## config.mk

```make
export PLATFORM = sky130hd
export DESIGN_NAME = multi_light_controller
export DESIGN_NICKNAME = d
export VERILOG_FILES = /design/src/rtl/light_controller_pkg.sv /design/src/rtl/rr_arbiter.sv /design/src/rtl/multi_light_controller.sv
export SDC_FILE = /design/constraint.sdc
export NUM_CORES = 1
export LEC_CHECK = 0
export CORE_MARGIN = 2
export CORE_UTILIZATION = 58
export CTS_BUF_LIST = sky130_fd_sc_hd__clkbuf_8
export DETAILED_ROUTE_END_ITERATION = 7
export GPL_ROUTABILITY_DRIVEN = 0
export MAX_ROUTING_LAYER = met4
export PLACE_DENSITY_LB_ADDON = 0.25
export SETUP_SLACK_MARGIN = 0.05
export SLEW_MARGIN = 20
export SYNTH_ARGS = -nofsm -noshare
export SYNTH_HDL_FRONTEND = slang
export SYNTH_SLANG_ARGS = --single-unit
```

## constraint.sdc

```tcl
create_clock -name clk -period 3 [get_ports clk]
set_input_delay 0.6 -clock clk [delete_from_list [all_inputs] [get_ports clk]]
set_output_delay 0.6 -clock clk [all_outputs]
set_load 0.01 [all_outputs]
```

## src/rtl/light_controller_pkg.sv

```systemverilog
// rtl/light_controller_pkg.sv - lamp colour codes and controller state type shared by the intersection controller
package light_controller_pkg;

   localparam logic [1:0] LIGHT_RED    = 2'd0;
   localparam logic [1:0] LIGHT_YELLOW = 2'd1;
   localparam logic [1:0] LIGHT_GREEN  = 2'd3;

   typedef enum logic [1:0] {
      ALL_RED = 2'd0,
      GREEN   = 2'd1,
      YELLOW  = 2'd2
   } light_state_t;

endpackage

```

## src/rtl/rr_arbiter.sv

```systemverilog
// rtl/rr_arbiter.sv - combinational round-robin search starting after the last grant, ending on it
module rr_arbiter #(
   parameter int N = 4
) (
   input  logic [N-1:0]         i_req,
   input  logic [$clog2(N)-1:0] i_last,
   output logic [$clog2(N)-1:0] o_grant,
   output logic                 o_valid
);

   localparam int IDX_W = $clog2(N);

   int               w_k;
   logic [IDX_W-1:0] w_idx;

   // Walk offsets from farthest to nearest so the nearest requester wins.
   always_comb begin
      o_grant = i_last;
      o_valid = 1'b0;
      w_k     = 0;
      w_idx   = '0;
      for (int i = N; i >= 1; i--) begin
         w_k   = (int'(i_last) + i) % N;
         w_idx = IDX_W'(w_k);
         if (i_req[w_idx]) begin
            o_grant = w_idx;
            o_valid = 1'b1;
         end
      end
   end

endmodule

```

## src/rtl/multi_light_controller.sv

```systemverilog
// rtl/multi_light_controller.sv - N-approach actuated intersection controller: request latches, round-robin
// green grant, green/yellow/all-red sequencing and registered lamp decode
module multi_light_controller
   import light_controller_pkg::*;
#(
   parameter int NUM_APPROACHES = 4,
   parameter int CNT_W          = 8,
   parameter int MIN_GREEN      = 10,
   parameter int MAX_GREEN      = 40,
   parameter int YELLOW_TIME    = 4,
   parameter int ALL_RED_TIME   = 2
) (
   input  logic                            clk,
   input  logic                            rst,
   input  logic [NUM_APPROACHES-1:0]       car_has_arrived,
   input  logic                            street_light_controller,
   output logic [2*NUM_APPROACHES-1:0]     set_light_color,
   output logic [$clog2(NUM_APPROACHES)-1:0] active_approach
);

   localparam int IDX_W = $clog2(NUM_APPROACHES);
   localparam logic [CNT_W-1:0] MIN_LIM = CNT_W'(MIN_GREEN - 1);
   localparam logic [CNT_W-1:0] MAX_LIM = CNT_W'(MAX_GREEN - 1);
   localparam logic [CNT_W-1:0] YEL_LIM = CNT_W'(YELLOW_TIME - 1);
   localparam logic [CNT_W-1:0] AR_LIM  = CNT_W'(ALL_RED_TIME - 1);

   light_state_t                r_state, w_state_nxt;
   logic [CNT_W-1:0]            r_timer, w_timer_nxt, w_timer_inc;
   logic [NUM_APPROACHES-1:0]   r_req, w_req_nxt;
   logic [IDX_W-1:0]            r_active, w_active_nxt;
   logic [2*NUM_APPROACHES-1:0] r_color, w_color_nxt;

   logic [NUM_APPROACHES-1:0]   w_eff, w_own;
   logic [IDX_W-1:0]            w_grant;
   logic                        w_grant_vld;
   logic                        w_contested;

   assign w_eff       = r_req | car_has_arrived;
   assign w_own       = {{(NUM_APPROACHES-1){1'b0}}, 1'b1} << r_active;
   assign w_contested = |(w_eff & ~w_own);
   assign w_timer_inc = (r_timer == {CNT_W{1'b1}}) ? r_timer : r_timer + 1'b1;

   rr_arbiter #(
      .N(NUM_APPROACHES)
   ) u_arbiter (
      .i_req   (w_eff),
      .i_last  (r_active),
      .o_grant (w_grant),
      .o_valid (w_grant_vld)
   );

   always_comb begin
      w_state_nxt  = r_state;
      w_timer_nxt  = w_timer_inc;
      w_active_nxt = r_active;
      case (r_state)
         ALL_RED: begin
            if (r_timer >= AR_LIM && street_light_controller && w_grant_vld) begin
               w_state_nxt  = GREEN;
               w_timer_nxt  = '0;
               w_active_nxt = w_grant;
            end
         end
         GREEN: begin
            // Losing the enable ends green at once, ahead of the minimum-green floor.
            if (!street_light_controller ||
                (r_timer >= MIN_LIM && w_contested &&
                 (!car_has_arrived[r_active] || r_timer >= MAX_LIM))) begin
               w_state_nxt = YELLOW;
               w_timer_nxt = '0;
            end
         end
         YELLOW: begin
            if (r_timer >= YEL_LIM) begin
               w_state_nxt = ALL_RED;
               w_timer_nxt = '0;
            end
         end
         default: begin
            w_state_nxt = ALL_RED;
            w_timer_nxt = '0;
         end
      endcase
   end

   always_comb begin
      w_req_nxt = r_req | car_has_arrived;
      if (r_state == GREEN)
         w_req_nxt[r_active] = r_req[r_active];
      if (r_state != GREEN && w_state_nxt == GREEN)
         w_req_nxt[w_active_nxt] = 1'b0;
   end

   // Lamps decode from the next state so they change on the same edge as the FSM.
   always_comb begin
      w_color_nxt = '0;
      for (int i = 0; i < NUM_APPROACHES; i++) begin
         w_color_nxt[2*i +: 2] = LIGHT_RED;
         if (IDX_W'(i) == w_active_nxt) begin
            if (w_state_nxt == GREEN)
               w_color_nxt[2*i +: 2] = LIGHT_GREEN;
            else if (w_state_nxt == YELLOW)
               w_color_nxt[2*i +: 2] = LIGHT_YELLOW;
         end
      end
   end

   always_ff @(posedge clk or posedge rst) begin
      if (rst) begin
         r_state  <= ALL_RED;
         r_timer  <= '0;
         r_req    <= '0;
         r_active <= '0;
         r_color  <= '0;
      end else begin
         r_state  <= w_state_nxt;
         r_timer  <= w_timer_nxt;
         r_req    <= w_req_nxt;
         r_active <= w_active_nxt;
         r_color  <= w_color_nxt;
      end
   end

   assign set_light_color = r_color;
   assign active_approach = r_active;

endmodule

```

==> results of run 1 <==
[sequential cells by signal, summed over array words and instances (netlist names)]
signal,count
set_light_color,8
r_state,2
active_approach,2
r_timer,8
r_req,4
[synth_stat cells (2+ instances only)]
| cell type | number |
|---|---|
| and3_2 | 2 |
| a21oi_1 | 8 |
| dfrtp_1 | 24 |
| a31oi_1 | 11 |
| and3_1 | 5 |
| nor3b_1 | 3 |
| nand2_1 | 3 |
| xnor2_1 | 3 |
| nor4_1 | 4 |
| nor3_1 | 7 |
| nor4b_1 | 6 |
| nor2_1 | 13 |
| o21bai_1 | 4 |
| nor2b_1 | 4 |
| a211oi_1 | 5 |
| ha_1 | 8 |
| inv_1 | 9 |
| mux4_1 | 2 |
| nand3_1 | 6 |
[cells by family (layout without fill, tap and decap cells)]
logic type	count (synthesis)	in the layout	share of synthesized area [%]
multiplexers	2	2	3.47
AO/OA/AOI/OAI	42	42	20.0
adder cells (fa/ha/maj)	8	8	6.61
flip-flops	24	24	39.7
AND/OR/NAND/NOR	59	59	23.6
buffers and inverters	14	37	4.88
XOR/XNOR	3	3	1.74
[stage by stage]
stage | area, um^2 | util (%) | setup slack, ns
detailed placement | 1740 | 70.2 | 0.0885
global placement | 1740 | 70.2 | 0.200
global route | 1780 | 71.8 | 0.195
floorplan | 1510 | - | 0.553
finish | 1780 | 71.8 | 0.315
CTS | 1780 | 71.8 | 0.340
[critical path, stage by stage]
cell and delay, ns:
clkdlybuf4s50_1 0.42, buf_4 0.17, o21bai_1 0.20, o2111ai_1 0.15, a31oi_1 0.38, nor2b_1 0.12
nor2_1 0.13, ha_1 0.22, nor2b_1 0.28, a31oi_1 0.14
[worst paths after layout]
| kind | to | slack, ns | depth (start not counted) |
|---|---|---|---|
| worst max-delay path | r_req[3] | 0.32 | 10 |
| worst min-delay path | r_timer[7] | 0.53 | 1 |
| worst max register to register | r_req[3] | 0.43 | 10 |
| worst min register to register | r_timer[7] | 0.53 | 1 |
| max in group asynchronous | r_req[1] | 1.65 | 2 |
| min in group asynchronous | set_light_color[1] | 0.81 | 2 |
[layer usage]
layer	GRT usage, %	vias to the layer above	part of all wire, %
met4	7.32	0	1.1
met5	-	-	0
met1	40.0	642	44
li1	-	634	-
met3	3.23	6	6.9
met2	43.1	51	48
[cell type report]
class                      instances  area (um^2)  share of cell area, %
multi-input combinational        114          840                   47.2
clock buffer                       3         41.3                   2.32
sequential                        24          601                   33.8
timing repair buffer              24          220                   12.4
inverter                          10         40.0                   2.25
tap                               30         37.5                   2.11
[power groups by stage]
stage          Combinational (W)  Sequential, W  Clock, W
3_3_place_gp            0.000956       0.000514         0
2_1_floorplan           0.000676       0.000522         0
3_5_place_dp             0.00100       0.000520         0
5_1_grt                  0.00112       0.000531  0.000199
6_report                 0.00101       0.000518  0.000179
4_1_cts                  0.00101       0.000515  0.000184
==> qor.csv, run 1 <==
stage,metric,value,unit
timing,rsz0062_at_grt,false,
synthesis,yosysWarnings,0,
layout,antenna_cells,0,
floorplanning,num_rows,18,
clocking,post_cts_resized,0,
clocking,post_cts_buffers,0,
min_path,min_path_type,flop to flop,
worst_setup_path,path_class,primary input to flop,
pwr,netSwitchingPower,0.000746,W
detailed_routing,wire_per_inst,17.1,um
grt,grt_pass1_wl,5910,um
grt,grt_pass1_vias,1265,
synthesis,synthArstFlopShare,100,%
worst_setup_path,endpoint_kind,flop,
synthesis,yosys.area.top_type,dfrtp_1,
worst_setup_path,crit_fanout,6,
clocking,cts_tree,yes,
clocking,clkLatencyLatePin,0.26,ns
worst_setup_path,startpoint_type,primary input,
grt,grtUsageTotal,28.1,%
clocking,cts_root_buf,clkbuf_8,
grt,grt-ovfl-total,0,
clocking,cts_buffer_depth,2,
synthesis,synthTopCellsByArea,"dfrtp_1 40%, ha_1 6.6%, a31oi_1 4.5%",
flow_run,cap_violations,0,
clocking,htreeDepth,1,
timing,slew_headroom,42.5,%
detailed_routing,drc,0,
timing,fin_crit,2.68,ns
detailed_routing,viasPerCell,6.50,
floorplanning,core,0.00248,mm^2
detailed_routing,drt_iter0_markers,61,
timing,max_freq,0.372,GHz
timing,holdWs,0.531,ns
pwr,peakVddDrop,0.731,mV
min_path,hold_start,r_state[0],
worst_setup_path,setup.worst_path.start,car_has_arrived[3],
synthesis,synth_cell_type_count,44,
floorplanning,die_w,55.1,um
detailed_routing,drtPass1Iterations,5,
timing,finalHoldViolCount,0,
placed_design,port_buffers,16,
layout,fin_nets,192,
outcome,outcome,"complete, no violations",
detailed_routing,via_count,1333,
synthesis,yosysSeqAreaShare,39.7,%
synthesis,synth_nets,167,
synthesis,ys_ff_latch,24,
clocking,hold_buffers,0,
synthesis,syn_inst,152,
timing,post-route-period-util,89.5,%
timing,tightestPinTransition,0.861,ns
layout,layout-drive-gt1-share,13.1,%
clocking,numCtsBuffers,3,
floorplanning,floorplan.initialDensity,61.1,%
timing,setup_tns,0,ns
floorplanning,die-area,0.00303,mm^2
worst_setup_path,r2r-start,active_approach[0],
detailed_routing,drtAntennaViolNets,0,
floorplanning,die_h,55.1,um
synthesis,syn_area_per_cell,9.96,um^2
layout,final_common_cell,dfrtp_1,
layout,mostFrequentLayoutCells,"24 x dfrtp_1, 16 x clkdlybuf4s50_1, 13 x nor2_1, 11 x a31oi_1, 9 x inv_1",
pwr,clkPwrFrac,10.5,%
detailed_routing,finalWirelength,3510,um
placed_design,placed_cells,202,
layout,fill_cells,184,
worst_setup_path,arrival,2.81,ns
clocking,clock-sinks,24,
worst_setup_path,worstPathRequired,3.13,ns
timing,setup_violations,0,
grt,grt_max_degree,25,
synthesis,synth_top_cell_area_share,39.7,%
clocking,path_clk_slew,0.08,ns
pwr,p_leak,0.751,nW
synthesis,netlist_area,0.00151,mm^2
timing,final.setup_skew,0.00705,ns
pwr,swShare,43.6,%
pwr,share_seq_of_total_power,30.2,%
layout,area_delta_synth_final,17.5,%
grt,antenna_found_initial,0,
pwr,p_int,0.000966,W
pwr,comb_power_share,59.3,%
floorplanning,pin_count,17,
pwr,powerDensity,962,mW/mm^2
pwr,finalPower,0.00171,W
timing,report.final.slew_viol_count,0,
synthesis,synth-edff-count,0,
layout,fin_cells,205,
synthesis,synth_flop_cell,dfrtp_1,
placed_design,hpwl,2570,um
Note: power is estimated with default switching activity, not from simulation.
==> inputs of run 2 (changes only) <==
CAP_MARGIN = 20   (was default)
==> results of run 2 <==
Same layout as run 1: the final DEF is identical, and so are final timing and power.
==> variant 1, RTL diff (flow settings as in run 1) <==
Add an input register stage for `car_has_arrived` and `street_light_controller`; this delays them by one clock.
--- a/src/rtl/multi_light_controller.sv
+++ b/src/rtl/multi_light_controller.sv
@@ -24,6 +24,14 @@
    localparam logic [CNT_W-1:0] YEL_LIM = CNT_W'(YELLOW_TIME - 1);
    localparam logic [CNT_W-1:0] AR_LIM  = CNT_W'(ALL_RED_TIME - 1);
 
+   logic [NUM_APPROACHES-1:0] car_has_arrived_q;
+   logic street_light_controller_q;
+
+   always_ff @(posedge clk) begin
+      car_has_arrived_q         <= car_has_arrived;
+      street_light_controller_q <= street_light_controller;
+   end
+
    light_state_t                r_state, w_state_nxt;
    logic [CNT_W-1:0]            r_timer, w_timer_nxt, w_timer_inc;
    logic [NUM_APPROACHES-1:0]   r_req, w_req_nxt;
@@ -35,7 +43,7 @@
    logic                        w_grant_vld;
    logic                        w_contested;
 
-   assign w_eff       = r_req | car_has_arrived;
+   assign w_eff       = r_req | car_has_arrived_q;
    assign w_own       = {{(NUM_APPROACHES-1){1'b0}}, 1'b1} << r_active;
    assign w_contested = |(w_eff & ~w_own);
    assign w_timer_inc = (r_timer == {CNT_W{1'b1}}) ? r_timer : r_timer + 1'b1;
@@ -55,7 +63,7 @@
       w_active_nxt = r_active;
       case (r_state)
          ALL_RED: begin
-            if (r_timer >= AR_LIM && street_light_controller && w_grant_vld) begin
+            if (r_timer >= AR_LIM && street_light_controller_q && w_grant_vld) begin
                w_state_nxt  = GREEN;
                w_timer_nxt  = '0;
                w_active_nxt = w_grant;
@@ -63,9 +71,9 @@
          end
          GREEN: begin
             // Losing the enable ends green at once, ahead of the minimum-green floor.
-            if (!street_light_controller ||
+            if (!street_light_controller_q ||
                 (r_timer >= MIN_LIM && w_contested &&
-                 (!car_has_arrived[r_active] || r_timer >= MAX_LIM))) begin
+                 (!car_has_arrived_q[r_active] || r_timer >= MAX_LIM))) begin
                w_state_nxt = YELLOW;
                w_timer_nxt = '0;
             end
@@ -84,7 +92,7 @@
    end
 
    always_comb begin
-      w_req_nxt = r_req | car_has_arrived;
+      w_req_nxt = r_req | car_has_arrived_q;
       if (r_state == GREEN)
          w_req_nxt[r_active] = r_req[r_active];
       if (r_state != GREEN && w_state_nxt == GREEN)
Function: changed (Yosys sat finds a counterexample within 4 cycles, from zero or initial values and one cycle with rst high).
==> variant 1 against run 1 <==
First-iteration DRC count fell by 20%. Worst hold slack improved by 100 ps. Global-route usage shrank 1.9 points. Fmax increased by 1.4%. Power grew 9.6%. Synthesized cell count increased by 3.9%. Wire length shrank 0.80%. Worst setup slack better by 38 ps. Cell area rose by 5.8%. Sequential cell count is 5 higher. Cell count is 2.9% higher. Count of clock-buffer cells in the layout rose by 2. Clock power is 120% higher. Area after synthesis is 4.2% higher. Critical path type is now reg2reg. Largest power group unchanged.
==> variant 1: results (changes against run 1) <==
| Metric | Value |
|---|---|
| Diodes inserted | 0 (unchanged) |
| Hold Path Origin | street_light_controller_q |
| YS warnings | 0 (unchanged) |
| Critical path's slowest cell | dfrtp_1 |
| DP HPWL | 2530 um (-1.7%) |
| Commonest cells post-synth | dfrtp_1, nor2_1, nor3_1, a31oi_1 |
| Clock power frac | 20.7% (+10 points) |
| Arrival time worst endpoint | 2850 ps (+40 ps) |
| Placed Cells | 203 (+0.50%) |
| Clock slew at reported path FFs | 70 ps |
| Critical path endpoint category | flop |
| Num CTS Buffers | 5 (+2) |
| Vias after detailed routing | 1325 (-0.60%) |
| Layout cells sized above 1 | 10.5% (-2.6 points) |
| Total track usage | 26.2% (-1.9 points) |
| Hold_buf cts | 0 (unchanged) |
| WL final | 3480 um (-0.80%) |
| Crit path from | active_approach[0] |
| Vias in the first global route | 1317 (+4.1%) |
| Iter 0 DRT Violations | 49 (-20%) |
| Largest buffer count on any clock path | 2 (unchanged) |
| Number of antenna violations at the first check in global routing | 0 (unchanged) |
| Clock network power | 387 uW (+120%) |
| Clock latency on the worst-skew pair | 280 ps (+20 ps) |
| Syn nets | 173 (+3.6%) |
| Most used flip-flop cell after synthesis | dfrtp_1 |
| Seq/Total Area, Yosys | 44.4% (+4.7 points) |
| Post-DP Area | 1780 um2 (+2.2%) |
| Leakage power | 0.000784 uW (+4.3%) |
| H-tree level count | 2 (+1) |
| R2r endpoint | r_req[2] |
| IO buf count | 16 (unchanged) |
| First-pass GRT wire length | 6070 um (+2.8%) |
| Nets | 195 (+1.6%) |
| Post-CTS setup repair buffer count | 0 (unchanged) |
| Max incr delay on CP | 690 ps (+270 ps) |
| Drt via density | 6.28 (-3.4%) |
| Clock Skew | 9.45 ps (+2.41 ps) |
| Post-synth cell types | 44 (unchanged) |
| CP delay by family, top | compound AO/OA/AOI/OAI gates |
| Switching Share | 40.6% (-3.0 points) |
| Hold path cells | 4 (+3) |
| Asr flop ratio synth | 82.8% (-17 points) |
| WHS Endpoint | r_state[0] |
| Pre-CTS setup slack | 377 ps (+288 ps) |
| Critical Path Sink | r_req[2] |
| Cts repair resizes | 0 (unchanged) |
| Fill count | 173 (-6.0%) |
| R2r worst-path depth | 7 (-3) |
| Seq power | 615 uW (+19%) |
| Hold Slack | 634 ps (+103 ps) |
| Status | completed |
| Synth top area cells | dfrtp_1, dfxtp_1, ha_1 |
| Pin slew with the least headroom to its limit | 868 ps (+6.72 ps) |
| Worst VDD drop | 0.712 mV (-2.5%) |
| Critical path peak fanout | 17 (+11) |
| Pre-antenna DRT Iters | 4 (-1) |
| Syn Area/Cell | 9.99 um2 (+0.26%) |
| Setup WS post-layout | 353 ps (+37.6 ps) |
-- variant 1: area by class of cell --
class / instances / area [um2] / share of cell area [%]
Clock buffer: 5 / 68.8 / 3.65
Clock inverter: 3 / 38.8 / 2.06
Inverter: 11 / 42.5 / 2.26
Multi-Input combinational cell: 116 / 827 / 43.9
Sequential cell: 29 / 701 / 37.2
Tap cell: 30 / 37.5 / 1.99
Timing Repair Buffer: 17 / 168 / 8.90
-- variant 1: cells by family (layout without fill, tap and decap cells) --
family	after synthesis	in the layout	share of synthesized area (%)
AOI/OAI and AO/OA	38	38	17.4
xor gates and xnor gates	4	4	2.22
adders and majority gates	8	8	6.34
buffers and inverters	13	36	3.17
DFF	29	29	44.4
muxes	4	4	4.92
and+or+nand+nor	62	62	21.6
-- variant 1: layer usage --
layer / vias to the layer above / global-route usage (%) / share of wire, %
li1: 628 / - / -
met1: 662 / 31.3 / 44
met5: - / - / 0
met4: 0 / 9.86 / 1.4
met3: 5 / 9.30 / 5.3
met2: 30 / 40.7 / 50
==> variant 2, RTL diff (flow settings as in run 1) <==
Without the edit above. Change the parameter `NUM_APPROACHES` from 4 to 2.
--- a/src/rtl/multi_light_controller.sv
+++ b/src/rtl/multi_light_controller.sv
@@ -3,7 +3,7 @@
 module multi_light_controller
    import light_controller_pkg::*;
 #(
-   parameter int NUM_APPROACHES = 4,
+   parameter int NUM_APPROACHES = 2,
    parameter int CNT_W          = 8,
    parameter int MIN_GREEN      = 10,
    parameter int MAX_GREEN      = 40,
Interface: changed (resized active_approach, car_has_arrived and set_light_color); port bits go from 17 to 10. The function was not compared with the original's and may differ.
==> variant 2 against run 1 <==
Highest routed layer unchanged. Count of clock-buffer cells in the layout did not move. Power fell by 42%. Sequential power fell by 28%. Largest power group unchanged. Fmax rose by 6.3%. Via count fell by 40%. Worst setup slack improved by 160 ps. Sequential cell count fell by 7. Area after synthesis fell by 33%. Cell area fell by 36%. Utilization fell by 4.3 points. Wire length fell by 46%.
==> variant 2: results (changes against run 1) <==
| Metric | Value |
|---|---|
| Total track usage | 23.3% (-4.8 points) |
| CTS sink cnt | 17 (-29%) |
| Synth Area in Adders | 4.91% (-1.7 points) |
| Commonest cells post-synth | nor2_1, dfrtp_1, inv_1, nand2_1 |
| Drt via density | 6.05 (-6.9%) |
| Area occupied by multi-input gates | 532 um2 (-37%) |
| Leakage power | 0.000481 uW (-36%) |
| Worst VDD drop | 0.739 mV (+1.2%) |
| Clock slew at reported path FFs | 60 ps (-20 ps) |
| Syn Area/Cell | 9.34 um2 (-6.2%) |
| Post-DP Area | 1090 um2 (-37%) |
| Synth top area cells | dfrtp_1, nor2_1, ha_1 |
| Vias in the first global route | 748 (-41%) |
| WL final | 1890 um (-46%) |
| Clock Skew | 4.30 ps (-2.75 ps) |
| Post-synth cell types | 39 (-11%) |
| Status | completed |
| Non-CTS buffers | 9 (-63%) |
| Post-synthesis mux area share | 2.95% (-0.52 points) |
| Arrival time worst endpoint | 2660 ps (-150 ps) |
| Iter 0 DRT Violations | 20 (-67%) |
| Clk tree area frac | 4.06% (+1.7 points) |
| Vias after detailed routing | 805 (-40%) |
| Final core area utilization | 67.6% (-4.3 points) |
| Fill count | 144 (-22%) |
| Compound-cell area share of the yosys netlist | 19.5% (-0.47 points) |
| Non-clock buffer share | 7.89% (-4.5 points) |
| Seq/Total Area, Yosys | 41.8% (+2.1 points) |
| IO buf count | 9 (-7) |
==> variant 2: path summary, 6_finish.rpt <==
kind                             from          to  slack, ps  cells past startpoint
max                        r_timer[0]    r_req[0]        470                      9
min                          r_req[0]    r_req[0]        500                      1
max reg2reg                r_timer[0]    r_req[0]        470                      9
min reg2reg                  r_req[0]    r_req[0]        500                      1
max in group asynchronous         rst  r_state[1]       1880                      2
min in group asynchronous         rst  r_timer[0]        720                      2
==> variant 2: routing by layer <==
layer / global-route usage (%) / vias up / part of all wire, %
li1: - / 396 / -
met1: 26.0 / 391 / 41
met2: 37.2 / 14 / 54
met3: 8.33 / 4 / 3.8
met4: 9.71 / 0 / 1.5
met5: - / - / 0
==> variant 2: power by group through the flow <==
stage | Clock (uW) | Combinational [uW] | Sequential [uW]
finish | 167 | 453 | 375
global route | 187 | 512 | 388
CTS | 173 | 464 | 375
detailed placement | 0 | 463 | 378
global placement | 0 | 440 | 377
floorplan | 0 | 369 | 343
